[config.mk]
export PLATFORM = sky130hd
export DESIGN_NAME = gpio_cnt_check
export DESIGN_NICKNAME = d
export VERILOG_FILES = /design/src/rtl/gpio_chk_pkg.sv /design/src/rtl/gpio_chk_ch.sv /design/src/rtl/gpio_cnt_check.sv
export SDC_FILE = /design/constraint.sdc
export NUM_CORES = 1
export LEC_CHECK = 0
export ABC_AREA = 1
export CAP_MARGIN = 20
export CORE_AREA = 2 2 237 239
export DETAILED_ROUTE_END_ITERATION = 7
export DIE_AREA = 0 0 239 241
export DONT_BUFFER_PORTS = 1
export SLEW_MARGIN = 30
export SYNTH_ARGS = -nofsm -noshare
export SYNTH_HDL_FRONTEND = slang
export SYNTH_SLANG_ARGS = --single-unit
[constraint.sdc]
create_clock -name CLK -period 3.23 [get_ports CLK]
set_input_delay 0.323 -clock CLK [delete_from_list [all_inputs] [get_ports CLK]]
set_output_delay 0.323 -clock CLK [all_outputs]
set_load 0.02 [all_outputs]
[src/rtl/gpio_chk_pkg.sv]
// Shared state type, default sizes and slice helper for the GPIO loopback count checker.
package gpio_chk_pkg;

    typedef enum logic [1:0] {
        IDLE   = 2'd0,
        SETTLE = 2'd1,
        RUN    = 2'd2
    } chk_state_e;

    localparam int DEF_NUM_CH = 5;
    localparam int DEF_CNT_W  = 32;
    localparam int DEF_ERR_W  = 16;

    // Widest packed vector and widest channel the slice helper handles.
    localparam int MAX_VEC_W  = 512;
    localparam int MAX_CH_W   = 64;

    function automatic logic [MAX_CH_W-1:0] ch_slice(
        input logic [MAX_VEC_W-1:0] vec,
        input int                   ch,
        input int                   w
    );
        return MAX_CH_W'(vec >> (ch * w));
    endfunction

endpackage

[src/rtl/gpio_chk_ch.sv]
// One checker channel: window compare, sticky fail, saturating fail count.
// GPIO_CNT_CHECK_STUCK_EN adds the sticky zero-count (STUCK) detector.
module gpio_chk_ch
    import gpio_chk_pkg::*;
#(
    parameter int CNT_W = DEF_CNT_W,
    parameter int ERR_W = DEF_ERR_W
) (
    input  logic             CLK,
    input  logic             RST_N,
    input  logic [CNT_W-1:0] cnt,
    input  logic [CNT_W-1:0] cnt_min,
    input  logic [CNT_W-1:0] cnt_max,
    input  logic             result_en,
    input  logic             clr,
    output logic             pass_now,
    output logic             pass,
    output logic             err_sticky,
    output logic             stuck,
    output logic [ERR_W-1:0] err_cnt
);

    logic             zero_s;
    logic             pass_s;
    logic             fail_s;
    logic             pass_r;
    logic             sticky_r;
    logic             sticky_nxt_s;
    logic [ERR_W-1:0] err_cnt_r;
    logic [ERR_W-1:0] err_base_s;
    logic [ERR_W-1:0] err_nxt_s;

`ifdef GPIO_CNT_CHECK_STUCK_EN
    logic stuck_r;

    assign zero_s = (cnt == {CNT_W{1'b0}});

    // Sticky zero-count flag; a clear in the same cycle is applied first.
    always_ff @(posedge CLK or negedge RST_N) begin
        if (!RST_N) begin
            stuck_r <= 1'b0;
        end else begin
            stuck_r <= (clr ? 1'b0 : stuck_r) | (result_en & zero_s);
        end
    end

    assign stuck = stuck_r;
`else
    assign zero_s = 1'b0;
    assign stuck  = 1'b0;
`endif

    // An inverted window (min > max) can never satisfy both bounds.
    assign pass_s   = (cnt >= cnt_min) && (cnt <= cnt_max) && !zero_s;
    assign fail_s   = result_en && !pass_s;
    assign pass_now = pass_s;

    // Clear first, then fold in this window's result.
    always_comb begin
        err_base_s   = clr ? {ERR_W{1'b0}} : err_cnt_r;
        sticky_nxt_s = (clr ? 1'b0 : sticky_r) | fail_s;
        if (fail_s && (err_base_s != {ERR_W{1'b1}})) begin
            err_nxt_s = err_base_s + ERR_W'(1'b1);
        end else begin
            err_nxt_s = err_base_s;
        end
    end

    // Result registers for this channel.
    always_ff @(posedge CLK or negedge RST_N) begin
        if (!RST_N) begin
            pass_r    <= 1'b0;
            sticky_r  <= 1'b0;
            err_cnt_r <= {ERR_W{1'b0}};
        end else begin
            pass_r    <= result_en ? pass_s : pass_r;
            sticky_r  <= sticky_nxt_s;
            err_cnt_r <= err_nxt_s;
        end
    end

    assign pass       = pass_r;
    assign err_sticky = sticky_r;
    assign err_cnt    = err_cnt_r;

endmodule

[src/rtl/gpio_cnt_check.sv]
// GPIO loopback count checker: settle/run FSM, sample pipeline, window count and lock.
// Optional zero-count detection per channel is built with GPIO_CNT_CHECK_STUCK_EN.
module gpio_cnt_check
    import gpio_chk_pkg::*;
#(
    parameter int NUM_CH     = DEF_NUM_CH,
    parameter int CNT_W      = DEF_CNT_W,
    parameter int ERR_W      = DEF_ERR_W,
    parameter int SETTLE_WIN = 2,
    parameter int LOCK_WIN   = 3
) (
    input  logic                    CLK,
    input  logic                    RST_N,
    input  logic                    TIMER_1S,
    input  logic [NUM_CH*CNT_W-1:0] CNT_IN,
    input  logic [NUM_CH*CNT_W-1:0] CNT_MIN,
    input  logic [NUM_CH*CNT_W-1:0] CNT_MAX,
    input  logic                    START,
    input  logic                    STOP,
    input  logic                    CLR,
    output logic                    BUSY,
    output logic                    LOCKED,
    output logic                    RESULT_VLD,
    output logic [NUM_CH-1:0]       PASS,
    output logic [NUM_CH-1:0]       ERR_STICKY,
    output logic [NUM_CH*ERR_W-1:0] ERR_CNT,
    output logic [CNT_W-1:0]        WIN_CNT,
    output logic [NUM_CH-1:0]       STUCK
);

    localparam int SET_W  = (SETTLE_WIN > 1) ? $clog2(SETTLE_WIN) : 1;
    localparam int LOCK_W = $clog2(LOCK_WIN + 1);
    localparam logic [SET_W-1:0]  SETTLE_LAST = SET_W'((SETTLE_WIN > 0) ? SETTLE_WIN - 1 : 0);
    localparam logic [LOCK_W-1:0] LOCK_MAX    = LOCK_W'(LOCK_WIN);

    chk_state_e       state_r;
    chk_state_e       state_nxt_s;
    logic [SET_W-1:0] settle_cnt_r;
    logic [SET_W-1:0] settle_nxt_s;
    logic [LOCK_W-1:0] lock_cnt_r;
    logic [LOCK_W-1:0] lock_nxt_s;
    logic             sample_r;
    logic             sample_nxt_s;
    logic             result_en_s;
    logic             result_vld_r;
    logic             locked_r;
    logic             busy_r;
    logic [CNT_W-1:0] win_cnt_r;
    logic [CNT_W-1:0] win_nxt_s;
    logic [NUM_CH-1:0] ch_pass_s;
    logic             all_pass_s;

    // CNT_IN is latched one cycle after TIMER_1S, so compare on the delayed pulse.
    assign sample_nxt_s = TIMER_1S && (state_r == RUN) && !STOP;
    assign result_en_s  = sample_r && !STOP;
    assign all_pass_s   = &ch_pass_s;
    assign win_nxt_s    = (CLR ? {CNT_W{1'b0}} : win_cnt_r) + (result_en_s ? CNT_W'(1'b1) : CNT_W'(1'b0));

    // Next-state and settle counter.
    always_comb begin
        state_nxt_s  = state_r;
        settle_nxt_s = settle_cnt_r;
        if (STOP) begin
            state_nxt_s = IDLE;
        end else begin
            case (state_r)
                IDLE: begin
                    if (START) begin
                        settle_nxt_s = {SET_W{1'b0}};
                        state_nxt_s  = (SETTLE_WIN == 0) ? RUN : SETTLE;
                    end else begin
                        state_nxt_s  = IDLE;
                    end
                end
                SETTLE: begin
                    if (TIMER_1S) begin
                        if (settle_cnt_r == SETTLE_LAST) begin
                            state_nxt_s = RUN;
                        end else begin
                            settle_nxt_s = settle_cnt_r + SET_W'(1'b1);
                        end
                    end else begin
                        state_nxt_s = SETTLE;
                    end
                end
                RUN:     state_nxt_s = RUN;
                default: state_nxt_s = IDLE;
            endcase
        end
    end

    // Consecutive all-pass run length, saturating at the lock threshold.
    always_comb begin
        lock_nxt_s = lock_cnt_r;
        if (STOP || ((state_r == IDLE) && START)) begin
            lock_nxt_s = {LOCK_W{1'b0}};
        end else if (result_en_s && !all_pass_s) begin
            lock_nxt_s = {LOCK_W{1'b0}};
        end else if (result_en_s && (lock_cnt_r != LOCK_MAX)) begin
            lock_nxt_s = lock_cnt_r + LOCK_W'(1'b1);
        end else begin
            lock_nxt_s = lock_cnt_r;
        end
    end

    // Control state, sample pipeline and registered status outputs.
    always_ff @(posedge CLK or negedge RST_N) begin
        if (!RST_N) begin
            state_r      <= IDLE;
            settle_cnt_r <= {SET_W{1'b0}};
            lock_cnt_r   <= {LOCK_W{1'b0}};
            sample_r     <= 1'b0;
            result_vld_r <= 1'b0;
            locked_r     <= 1'b0;
            busy_r       <= 1'b0;
            win_cnt_r    <= {CNT_W{1'b0}};
        end else begin
            state_r      <= state_nxt_s;
            settle_cnt_r <= settle_nxt_s;
            lock_cnt_r   <= lock_nxt_s;
            sample_r     <= sample_nxt_s;
            result_vld_r <= result_en_s;
            locked_r     <= (lock_nxt_s == LOCK_MAX);
            busy_r       <= (state_nxt_s != IDLE);
            win_cnt_r    <= win_nxt_s;
        end
    end

    for (genvar c = 0; c < NUM_CH; c++) begin : g_ch
        gpio_chk_ch #(
            .CNT_W (CNT_W),
            .ERR_W (ERR_W)
        ) u_ch (
            .CLK        (CLK),
            .RST_N      (RST_N),
            .cnt        (CNT_W'(ch_slice(MAX_VEC_W'(CNT_IN),  c, CNT_W))),
            .cnt_min    (CNT_W'(ch_slice(MAX_VEC_W'(CNT_MIN), c, CNT_W))),
            .cnt_max    (CNT_W'(ch_slice(MAX_VEC_W'(CNT_MAX), c, CNT_W))),
            .result_en  (result_en_s),
            .clr        (CLR),
            .pass_now   (ch_pass_s[c]),
            .pass       (PASS[c]),
            .err_sticky (ERR_STICKY[c]),
            .stuck      (STUCK[c]),
            .err_cnt    (ERR_CNT[c*ERR_W +: ERR_W])
        );
    end

    assign BUSY       = busy_r;
    assign LOCKED     = locked_r;
    assign RESULT_VLD = result_vld_r;
    assign WIN_CNT    = win_cnt_r;

endmodule
==> results of run 1 <==
## path summary, 6_finish.rpt
check                           slack [ps]                                  to  depth (start not counted)
max in group asynchronous             3470  g_ch[2].u_ch.err_cnt[10]$_DFF_PN0_                          0
worst min register to register         500            settle_cnt_r$_DFFE_PN0P_                          1
worst max-delay path                   490   g_ch[3].u_ch.err_cnt[3]$_DFF_PN0_                         11
min in group CLK                        30                  sample_r$_DFF_PN0_                          2
worst max register to register         490   g_ch[3].u_ch.err_cnt[3]$_DFF_PN0_                         11
worst min-delay path                  -420   g_ch[4].u_ch.err_cnt[4]$_DFF_PN0_                          0
## final cells by class
cell class                      instances  share of cell area
Clock inverter                         10             0.00354
Inverter                              526               0.114
Multi-Input combinational cell       1668               0.611
Tap cell                              704              0.0508
Antenna cell                            1            0.000144
Timing Repair Buffer                    9             0.00404
Clock buffer                           21              0.0266
Sequential cell                       131               0.189
## where the power goes
group	switching (mW)	leakage [nW]	total, mW	internal (mW)
clock	0.733	0.254	1.74	1.01
sequential	0.0407	1.82	1.70	1.66
combinational	0.599	7.42	1.02	0.418
## kinds of logic (layout without fill, tap and decap cells)
kind of cell | count (synthesis) | after routing | synth area share
fa+ha+maj | 328 | 328 | 0.254
other cells | 1 | 6 | 0.000232
xor+xnor | 82 | 82 | 0.0444
compound gates | 270 | 270 | 0.0898
simple gates | 983 | 983 | 0.266
buf+inv | 567 | 566 | 0.143
flops | 131 | 131 | 0.203
## sequential cells by signal, indices dropped and copies added (netlist names)
name,flops
WIN_CNT,32
g_ch.u_ch.err_cnt,80
lock_cnt_r,2
LOCKED,1
sample_r,1
settle_cnt_r,1
RESULT_VLD,1
BUSY,1
g_ch.u_ch.err_sticky,5
g_ch.u_ch.pass,5
state_r,2
## cells in the mapped netlist (5+ instances only)
| master | number |
|---|---|
| nand2_1 | 529 |
| inv_1 | 517 |
| ha_1 | 328 |
| nor2_1 | 236 |
| a21oi_1 | 158 |
| dfrtp_1 | 131 |
| nand3_1 | 64 |
| xor2_1 | 63 |
| o21ai_0 | 53 |
| nand4_1 | 38 |
| nor3_1 | 37 |
| o21ai_1 | 22 |
| xnor2_1 | 19 |
| buf_4 | 17 |
| nor4_1 | 17 |
| buf_6 | 13 |
| o21a_1 | 12 |
| nand3b_1 | 10 |
| a21o_1 | 8 |
| buf_2 | 8 |
| nand2_2 | 8 |
| nor2_2 | 8 |
| nor3_2 | 8 |
| inv_2 | 7 |
| o21bai_1 | 7 |
| nor3_4 | 5 |
| nor4_2 | 5 |
| o21ai_2 | 5 |
## routing by layer
| metal | share of wire | vias up | track usage |
|---|---|---|---|
| met5 | 0.00067 | - | 0.00421 |
| met4 | 0.042 | 2 | 0.0771 |
| met3 | 0.088 | 88 | 0.0647 |
| met2 | 0.47 | 521 | 0.295 |
| li1 | - | 7438 | - |
| met1 | 0.40 | 6265 | 0.186 |
==> impl_metrics.csv, run 1 <==
group,metric,value,unit
die,rows,86,
timing,drv_slew,0,
timing,max_freq,366,MHz
drt,via_per_inst,4.66,
cts,h-tree-depth,4,
synth,yosys.cell_types.count,45,
critical_path,setup.worst_path.end_class,"flip-flop",
cts,cts.path.max_buffers,2,
grt,grtUsageTotal,0.171,
final_layout,fin_cells,3070,
synth,avgSynthCellArea,6.85,µm²
run_status,violations,"negative hold slack",
drt,first_pass_iters,5,
place,io_buffers,0,
synth,ys_seq_area_frac,0.203,
synth,ys_async_sr_fraction,1.00,
synth,yosysTopAreaCell,"ha_1",
final_layout,final_cell_mix,"529 x nand2_1, 517 x inv_1, 328 x ha_1",
critical_path,path_class,"flip-flop to flip-flop",
synth,synth_area_leaders,"ha_1 25%, dfrtp_1 20%, nand2_1 12%",
power_and_ir_drop,peakVddDrop,0.000352,V
power_and_ir_drop,power_density,257,nW/µm²
timing,worst_slack,494,ps
timing,hold_viol_final,131,
critical_path,crit_slowest_cell,"dfrtp_1",
timing,tns,0,ps
cts,cts_hold_buffers,1,
critical_path,max_stage_delay,480,ps
drt,num_vias,14300,
synth,ys_seq_elements,131,
timing,whs,-424,ps
drt,wl,51100,µm
timing,setup_viol,0,
final_layout,final_util,0.316,
critical_path,startpoint,"g_ch[3].u_ch.err_cnt[0]$_DFF_PN0_",
place,placed_area,16800,µm²
die,dieArea,57600,µm²
cts,numCtsBuffers,17,
cts,clock_sinks,131,
timing,relSlewSlack,0.472,
place,place_hpwl,44100,µm
place,place_inst,3037,
critical_path,path_buf_inv,2,
grt,grt_pass1_vias,14000,
die,die_w,239,µm
drt,ant_nets,0,
flow_run,max-cap-violations,0,
critical_path,reg2reg_from,"g_ch[3].u_ch.err_cnt[0]$_DFF_PN0_",
critical_path,crit_chain,"inv_1, nor2_1, ha_1, inv_1, nor3_4, nand2_1, nor3_2, nand3_1, and3_1, o21ai_0, o21ai_1",
critical_path,crit_family,"simple AND/OR/NAND/NOR gates",
critical_path,crit_required,3530,ps
grt,antenna_found_initial,1,
place,place_ws,308,ps
power_and_ir_drop,p_leak,9.49,nW
cts,cts_resized,0,
final_layout,nets,3167,
synth,yosysWarningCount,0,
critical_path,arrival,3030,ps
final_layout,area_growth_syn_to_layout,7.14,%
synth,synth.top_cell.area_share,0.254,
run_status,outcome,"complete, but fails checks",
synth,netlist_area,16200,µm²
timing,rsz0062_at_grt,"false",
final_layout,fillers,6010,
cts,cts_root_buf,"clkbuf_16",
cts,cts_tree,"built",
critical_path,crit_path_max_fanout,24,
cts,insertion_delay,440,ps
drt,drt_iter0_markers,664,
final_layout,stdcell_area,17300,µm²
critical_path,cp-start-kind,"flip-flop",
final_layout,drive_gt1_frac,0.0419,
power_and_ir_drop,finalPower,4.46,mW
grt,grt_overflow,0,
final_layout,layout_commonest_cell,"nand2_1",
grt,grt_max_degree,132,
synth,synth_edf_count,0,
final_layout,regArea,3280,µm²
timing,fin_skew,10.2,ps
cts,postCtsSetupBuffers,0,
synth,syn_inst,2362,
timing,final.period_utilization,0.847,
timing,worst_pin_slew,792,ps
final_layout,multiInputGateArea,10600,µm²
die,start_util,0.295,
die,chipHeight,241,µm
synth,synth_ff_type,"dfrtp_1",
critical_path,critPathMostFrequentCell,"inv_1",
cts,clk_pin_slew,60,ps
die,io_pins,616,
hold_path,hold_path.class,"primary input to async pin",
drt,drc,0,
place,gp_congestion,0.980,
timing,finalCriticalPeriod,2740,ps
drt,wl_per_cell,16.6,µm
die,core,54900,µm²
grt,grt_pass1_wl,75900,µm
Power figures use the tool's default switching activity.
==> run 2, diff against run 1 <==
==> constraint.sdc (replaced) <==
create_clock -name CLK -period 2.5 [get_ports CLK]
set_input_delay 0.25 -clock CLK [delete_from_list [all_inputs] [get_ports CLK]]
set_output_delay 0.25 -clock CLK [all_outputs]
set_load 0.02 [all_outputs]
==> run 2 against run 1 <==
The run still ends with negative hold slack left. Global-route usage shrank 0.44 points. Clock skew grew 1.8 ps. Clock power grew 52%. Largest cell class unchanged. First-iteration DRC count shrank 5.1%. Worst setup slack lost 290 ps. Routed wire length shrank 1.5%. Combinational power grew 28%.
==> impl_metrics.csv, run 2 (same netlist as run 1, synthesis figures left out) <==
group,metric,value,unit
run_status,outcome,"complete, but fails checks",
run_status,violations,"negative hold slack",
critical_path,arrival,2600,ps
timing,hold_viol_final,131,
place,place_ws,-88.1,ps
die,die_w,239,µm
timing,whs,-475,ps
timing,drv_slew,0,
timing,fin_skew,12.0,ps
die,dieArea,57600,µm²
grt,grt_pass1_wl,75300,µm
die,rows,86,
timing,final.period_utilization,0.917,
cts,cts_root_buf,"clkbuf_16",
timing,finalCriticalPeriod,2290,ps
final_layout,final_util,0.326,
place,gp_congestion,0.914,
flow_run,max-cap-violations,0,
timing,max_freq,436,MHz
timing,setup_viol,0,
place,place_hpwl,43800,µm
die,start_util,0.295,
place,place_inst,3081,
final_layout,drive_gt1_frac,0.0651,
drt,wl,50300,µm
grt,antenna_found_initial,1,
final_layout,largest_reg_flops,80,
drt,drc,0,
critical_path,setup.worst_path.end_class,"flip-flop",
grt,grt_pass1_vias,14100,
drt,wl_per_cell,16.1,µm
power_and_ir_drop,p_leak,9.81,nW
power_and_ir_drop,pwr-share-comb,0.213,
critical_path,crit_path_max_fanout,3,
drt,num_vias,14400,
drt,first_pass_iters,7,
power_and_ir_drop,p_clk_frac,0.430,
place,placed_area,17200,µm²
critical_path,crit_required,2800,ps
drt,via_per_inst,4.61,
final_layout,fin_cells,3119,
power_and_ir_drop,p_int,4.31,mW
timing,worst_slack,207,ps
die,core,54900,µm²
place,io_buffers,0,
grt,grt_max_degree,132,
cts,clock_sinks,131,
grt,grtUsageTotal,0.167,
drt,drt_iter0_markers,630,
cts,numCtsBuffers,17,
cts,cts_tree,"built",
power_and_ir_drop,peakVddDrop,0.000434,V
cts,cts_hold_buffers,4,
cts,postCtsSetupBuffers,0,
timing,tns,0,ps
power_and_ir_drop,pwr-share-seq,0.357,
power_and_ir_drop,switchingPower,1.85,mW
final_layout,nets,3214,
final_layout,layout_commonest_cell,"nand2_1",
timing,rsz0062_at_grt,"false",
final_layout,area_growth_syn_to_layout,10.5,%
die,io_pins,616,
timing,worst_pin_slew,543,ps
power_and_ir_drop,finalPower,6.16,mW
cts,clk_pin_slew,60,ps
final_layout,stdcell_area,17900,µm²
critical_path,path_class,"flip-flop to flip-flop",
grt,grt_overflow,0,
cts,cts.path.max_buffers,2,
cts,h-tree-depth,4,
timing,relSlewSlack,0.635,
power_and_ir_drop,power_density,345,nW/µm²
critical_path,cp-start-kind,"flip-flop",
final_layout,final_cell_mix,"526 x nand2_1, 516 x inv_1, 324 x ha_1",
drt,ant_nets,0,
hold_path,hold_path.class,"primary input to async pin",
cts,insertion_delay,430,ps
power_and_ir_drop,switching_share,0.300,
die,chipHeight,241,µm
run 2: changes by cell type in the layout (fill, tap and decap cells not counted), moves of 3 or more:
cell           before  now
buf_4               8   50
clkinv_2            6    0
clkinv_4            1    5
ha_1              328  324
ha_2                0    4
nor2_1            236  232
bufinv_16           0    3
dlygate4sd3_1       1    4
inv_6               1    4
nand2_1           529  526
nand2_2             8   11
nor2_4              4    7
run 2: final timing paths:
kind | startpoint | endpoint | slack (ps) | cells past startpoint
worst max-delay path | sample_r$_DFF_PN0_ | WIN_CNT[30]$_DFF_PN0_ | 210 | 13
worst min-delay path | RST_N | WIN_CNT[31]$_DFF_PN0_ | -470 | 0
worst max register to register | sample_r$_DFF_PN0_ | WIN_CNT[30]$_DFF_PN0_ | 210 | 13
worst min register to register | state_r[1]$_DFF_PN0_ | settle_cnt_r$_DFFE_PN0P_ | 510 | 1
max in group asynchronous | RST_N | BUSY$_DFF_PN0_ | 2840 | 0
min in group CLK | TIMER_1S | state_r[0]$_DFF_PN0_ | 20 | 3
run 2: final cells by class:
type	instances	area, µm²
fill	6054	37000
multi-input combinational	1668	10700
sequential	131	3280
inverter	526	1980
tap	704	881
timing repair buffer	56	455
clock buffer	19	443
clock inverter	13	175
antenna	2	5.00
run 2: worst max-delay path: stages (launching register included):
cell and delay [ps]:
dfrtp_1 320, nand2_1 90, clkinv_1 110, ha_2 190, ha_2 170, inv_2 50, nor3_4 150, nand3_2 130
nor2_4 180, nand3_2 140, inv_2 110, nand4_1 150, nand3b_1 230, xor2_1 170
run 2: routing by layer:
layer,share of wire,track usage
met1,0.42,0.193
met2,0.49,0.308
met3,0.064,0.0358
met4,0.024,0.0468
met5,0,0
run 2: timing repair:
action | in CTS | in global routing
endpoints found under the setup margin | 0 | 0
endpoints found under the hold margin | 136 | 131
gates resized for setup | 0 | 0
run 2: power groups by stage:
stage | clock (mW) | combinational (mW) | sequential, mW
final | 2.65 | 1.31 | 2.20
after global routing | 2.78 | 1.56 | 2.21
after CTS | 2.70 | 1.32 | 2.21
after detailed placement | 0 | 1.31 | 2.25
after global placement | 0 | 1.29 | 2.25
after floorplan | 0 | 1.08 | 2.20
==> run 3, diff against run 2 <==
--- a/config.mk
+++ b/config.mk
@@ -7,9 +7,9 @@
 export LEC_CHECK = 0
 export ABC_AREA = 1
 export CAP_MARGIN = 20
-export CORE_AREA = 2 2 237 239
+export CORE_AREA = 2 2 238 240
 export DETAILED_ROUTE_END_ITERATION = 7
-export DIE_AREA = 0 0 239 241
+export DIE_AREA = 0 0 240 242
 export DONT_BUFFER_PORTS = 1
 export SLEW_MARGIN = 30
 export SYNTH_ARGS = -nofsm -noshare
==> run 3 against run 2 <==
The flow still finishes with violations (negative hold slack). Count of clock-buffer cells in the layout unchanged. Combinational power up 3%. Clock power shrank 2%. Clock skew about the same. Flip-flop and latch count is the same. Worst hold slack lost 22 ps. First-iteration DRC count shrank 1.3%. Critical path depth is 1 lower. Global-route usage is 0.81 points higher. Register-to-register slack improved by 70 ps. Design area is 1.4% higher. Sequential share of layout area fell by 0.25 points. Critical path type unchanged. Critical endpoint is now g_ch[1].u_ch.err_cnt[2]$_DFF_PN0_. Largest power group unchanged. Highest routed layer is now met5.
==> impl_metrics.csv, run 3 (same netlist as run 1, synthesis figures left out) <==
group,metric,value,unit
grt,grtUsageTotal,0.175,
drt,first_pass_iters,7,
cts,cts_hold_buffers,8,
critical_path,path_class,"flip-flop to flip-flop",
power_and_ir_drop,peakVddDrop,0.000390,V
grt,grt_pass1_wl,78600,µm
die,io_pins,616,
cts,numCtsBuffers,17,
grt,grt_max_degree,132,
critical_path,crit_path_max_fanout,25,
drt,drt_iter0_markers,622,
final_layout,final_cell_mix,"526 x nand2_1, 515 x inv_1, 324 x ha_1",
timing,relSlewSlack,0.652,
run_status,outcome,"complete, but fails checks",
die,core,55700,µm²
drt,drc,0,
final_layout,final_util,0.325,
power_and_ir_drop,switchingPower,1.91,mW
timing,worst_pin_slew,518,ps
final_layout,fillers,6085,
final_layout,antenna_cells,0,
place,place_ws,112,ps
die,dieArea,58100,µm²
hold_path,hold_path.class,"primary input to async pin",
power_and_ir_drop,pwr-share-comb,0.220,
critical_path,arrival,2540,ps
cts,cts_root_buf,"clkbuf_16",
timing,whs,-497,ps
grt,grt_overflow,0,
timing,worst_slack,277,ps
final_layout,layout_commonest_cell,"nand2_1",
die,die_w,240,µm
drt,wl,52000,µm
drt,wl_met3,3930,µm
drt,routed.top_layer,"met5",
drt,wl_met2,25200,µm
final_layout,nets,3232,
run_status,violations,"negative hold slack",
timing,rsz0062_at_grt,"false",
cts,cts.path.max_buffers,2,
timing,max_freq,450,MHz
power_and_ir_drop,p_leak,9.93,nW
timing,setup_viol,0,
timing,fin_skew,12.4,ps
place,place_hpwl,44700,µm
place,place_inst,3140,
critical_path,cp-start-kind,"flip-flop",
cts,clk_pin_slew,60,ps
power_and_ir_drop,p_clk_frac,0.422,
power_and_ir_drop,power_density,338,nW/µm²
flow_run,max-cap-violations,0,
timing,tns,0,ps
drt,wl_per_cell,16.3,µm
place,gp_congestion,0.944,
final_layout,largest_reg_flops,80,
critical_path,crit_required,2820,ps
grt,grt_pass1_vias,14500,
power_and_ir_drop,p_int,4.22,mW
final_layout,area_growth_syn_to_layout,12.0,%
critical_path,setup.worst_path.end_class,"flip-flop",
cts,clock_sinks,131,
timing,finalCriticalPeriod,2220,ps
power_and_ir_drop,finalPower,6.13,mW
timing,drv_slew,0,
final_layout,drive_gt1_frac,0.0724,
timing,hold_viol_final,131,
drt,num_vias,14600,
power_and_ir_drop,pwr-share-seq,0.358,
die,start_util,0.290,
drt,ant_nets,0,
drt,via_per_inst,4.58,
power_and_ir_drop,switching_share,0.312,
drt,wl_met1,21000,µm
die,chipHeight,242,µm
cts,h-tree-depth,4,
final_layout,fin_cells,3187,
cts,cts_tree,"built",
timing,final.period_utilization,0.889,
place,io_buffers,0,
die,rows,87,
grt,antenna_found_initial,1,
cts,insertion_delay,440,ps
[run 3: final timing paths]
path                                              startpoint  slack (ps)                                  to  depth (start not counted)
max                        g_ch[1].u_ch.err_cnt[0]$_DFF_PN0_         280   g_ch[1].u_ch.err_cnt[2]$_DFF_PN0_                         12
min                                                    RST_N        -500               WIN_CNT[24]$_DFF_PN0_                          0
max reg2reg                g_ch[1].u_ch.err_cnt[0]$_DFF_PN0_         280   g_ch[1].u_ch.err_cnt[2]$_DFF_PN0_                         12
min reg2reg                             state_r[1]$_DFF_PN0_         540            settle_cnt_r$_DFFE_PN0P_                          1
max in group asynchronous                              RST_N        2850   g_ch[4].u_ch.err_sticky$_DFF_PN0_                          0
min in group CLK                                         CLR          50  g_ch[0].u_ch.err_cnt[13]$_DFF_PN0_                          3
[run 3: cell type report]
cell class / count / area, µm² / share of cell area
flip-flops and latches: 131 / 3280 / 0.181
multi-input cells: 1668 / 10700 / 0.590
clock buffers: 19 / 443 / 0.0244
inverters: 526 / 1980 / 0.109
clock inverters: 13 / 150 / 0.00829
repair buffers: 74 / 626 / 0.0345
well taps: 756 / 946 / 0.0522
[run 3: what timing repair did]
action,CTS,global route
resized for setup,0,10
setup endpoints to repair,0,8
buffers inserted,0,7
hold endpoints to repair,177,131
[run 3: power by group through the flow]
| stage | registers, mW | clock network (mW) | logic (mW) |
|---|---|---|---|
| 2_1_floorplan | 2.20 | 0 | 1.08 |
| 3_3_place_gp | 2.24 | 0 | 1.30 |
| 3_5_place_dp | 2.24 | 0 | 1.31 |
| 4_1_cts | 2.20 | 2.68 | 1.36 |
| 5_1_grt | 2.20 | 2.75 | 1.60 |
| 6_report | 2.20 | 2.59 | 1.35 |
[run 3: critical path, stage by stage (launching register included)]
cell and delay (ps):
dfrtp_1 370, inv_1 60, nor2_1 140, ha_1 200, inv_1 80, nor3_4 220, nand2_2 130, nor3_4 230
nand3_1 140, and3_1 240, buf_12 160, nand3_1 70, nand2_1 60
[run 3: layer usage]
layer  global-route usage  up-vias
met5                    0        -
met4               0.0718        2
met3               0.0523       97
met2                0.306      483
met1                0.196     6435
li1                     -     7566
[run 3: stage by stage]
stage                     hold slack [ps]  cell area (µm²)
final                                -497            18100
after global routing                 -527            18100
after CTS                            -536            18000
after detailed placement            -42.7            17300
after global placement              -42.5            17300
after floorplan                     -45.6            16300
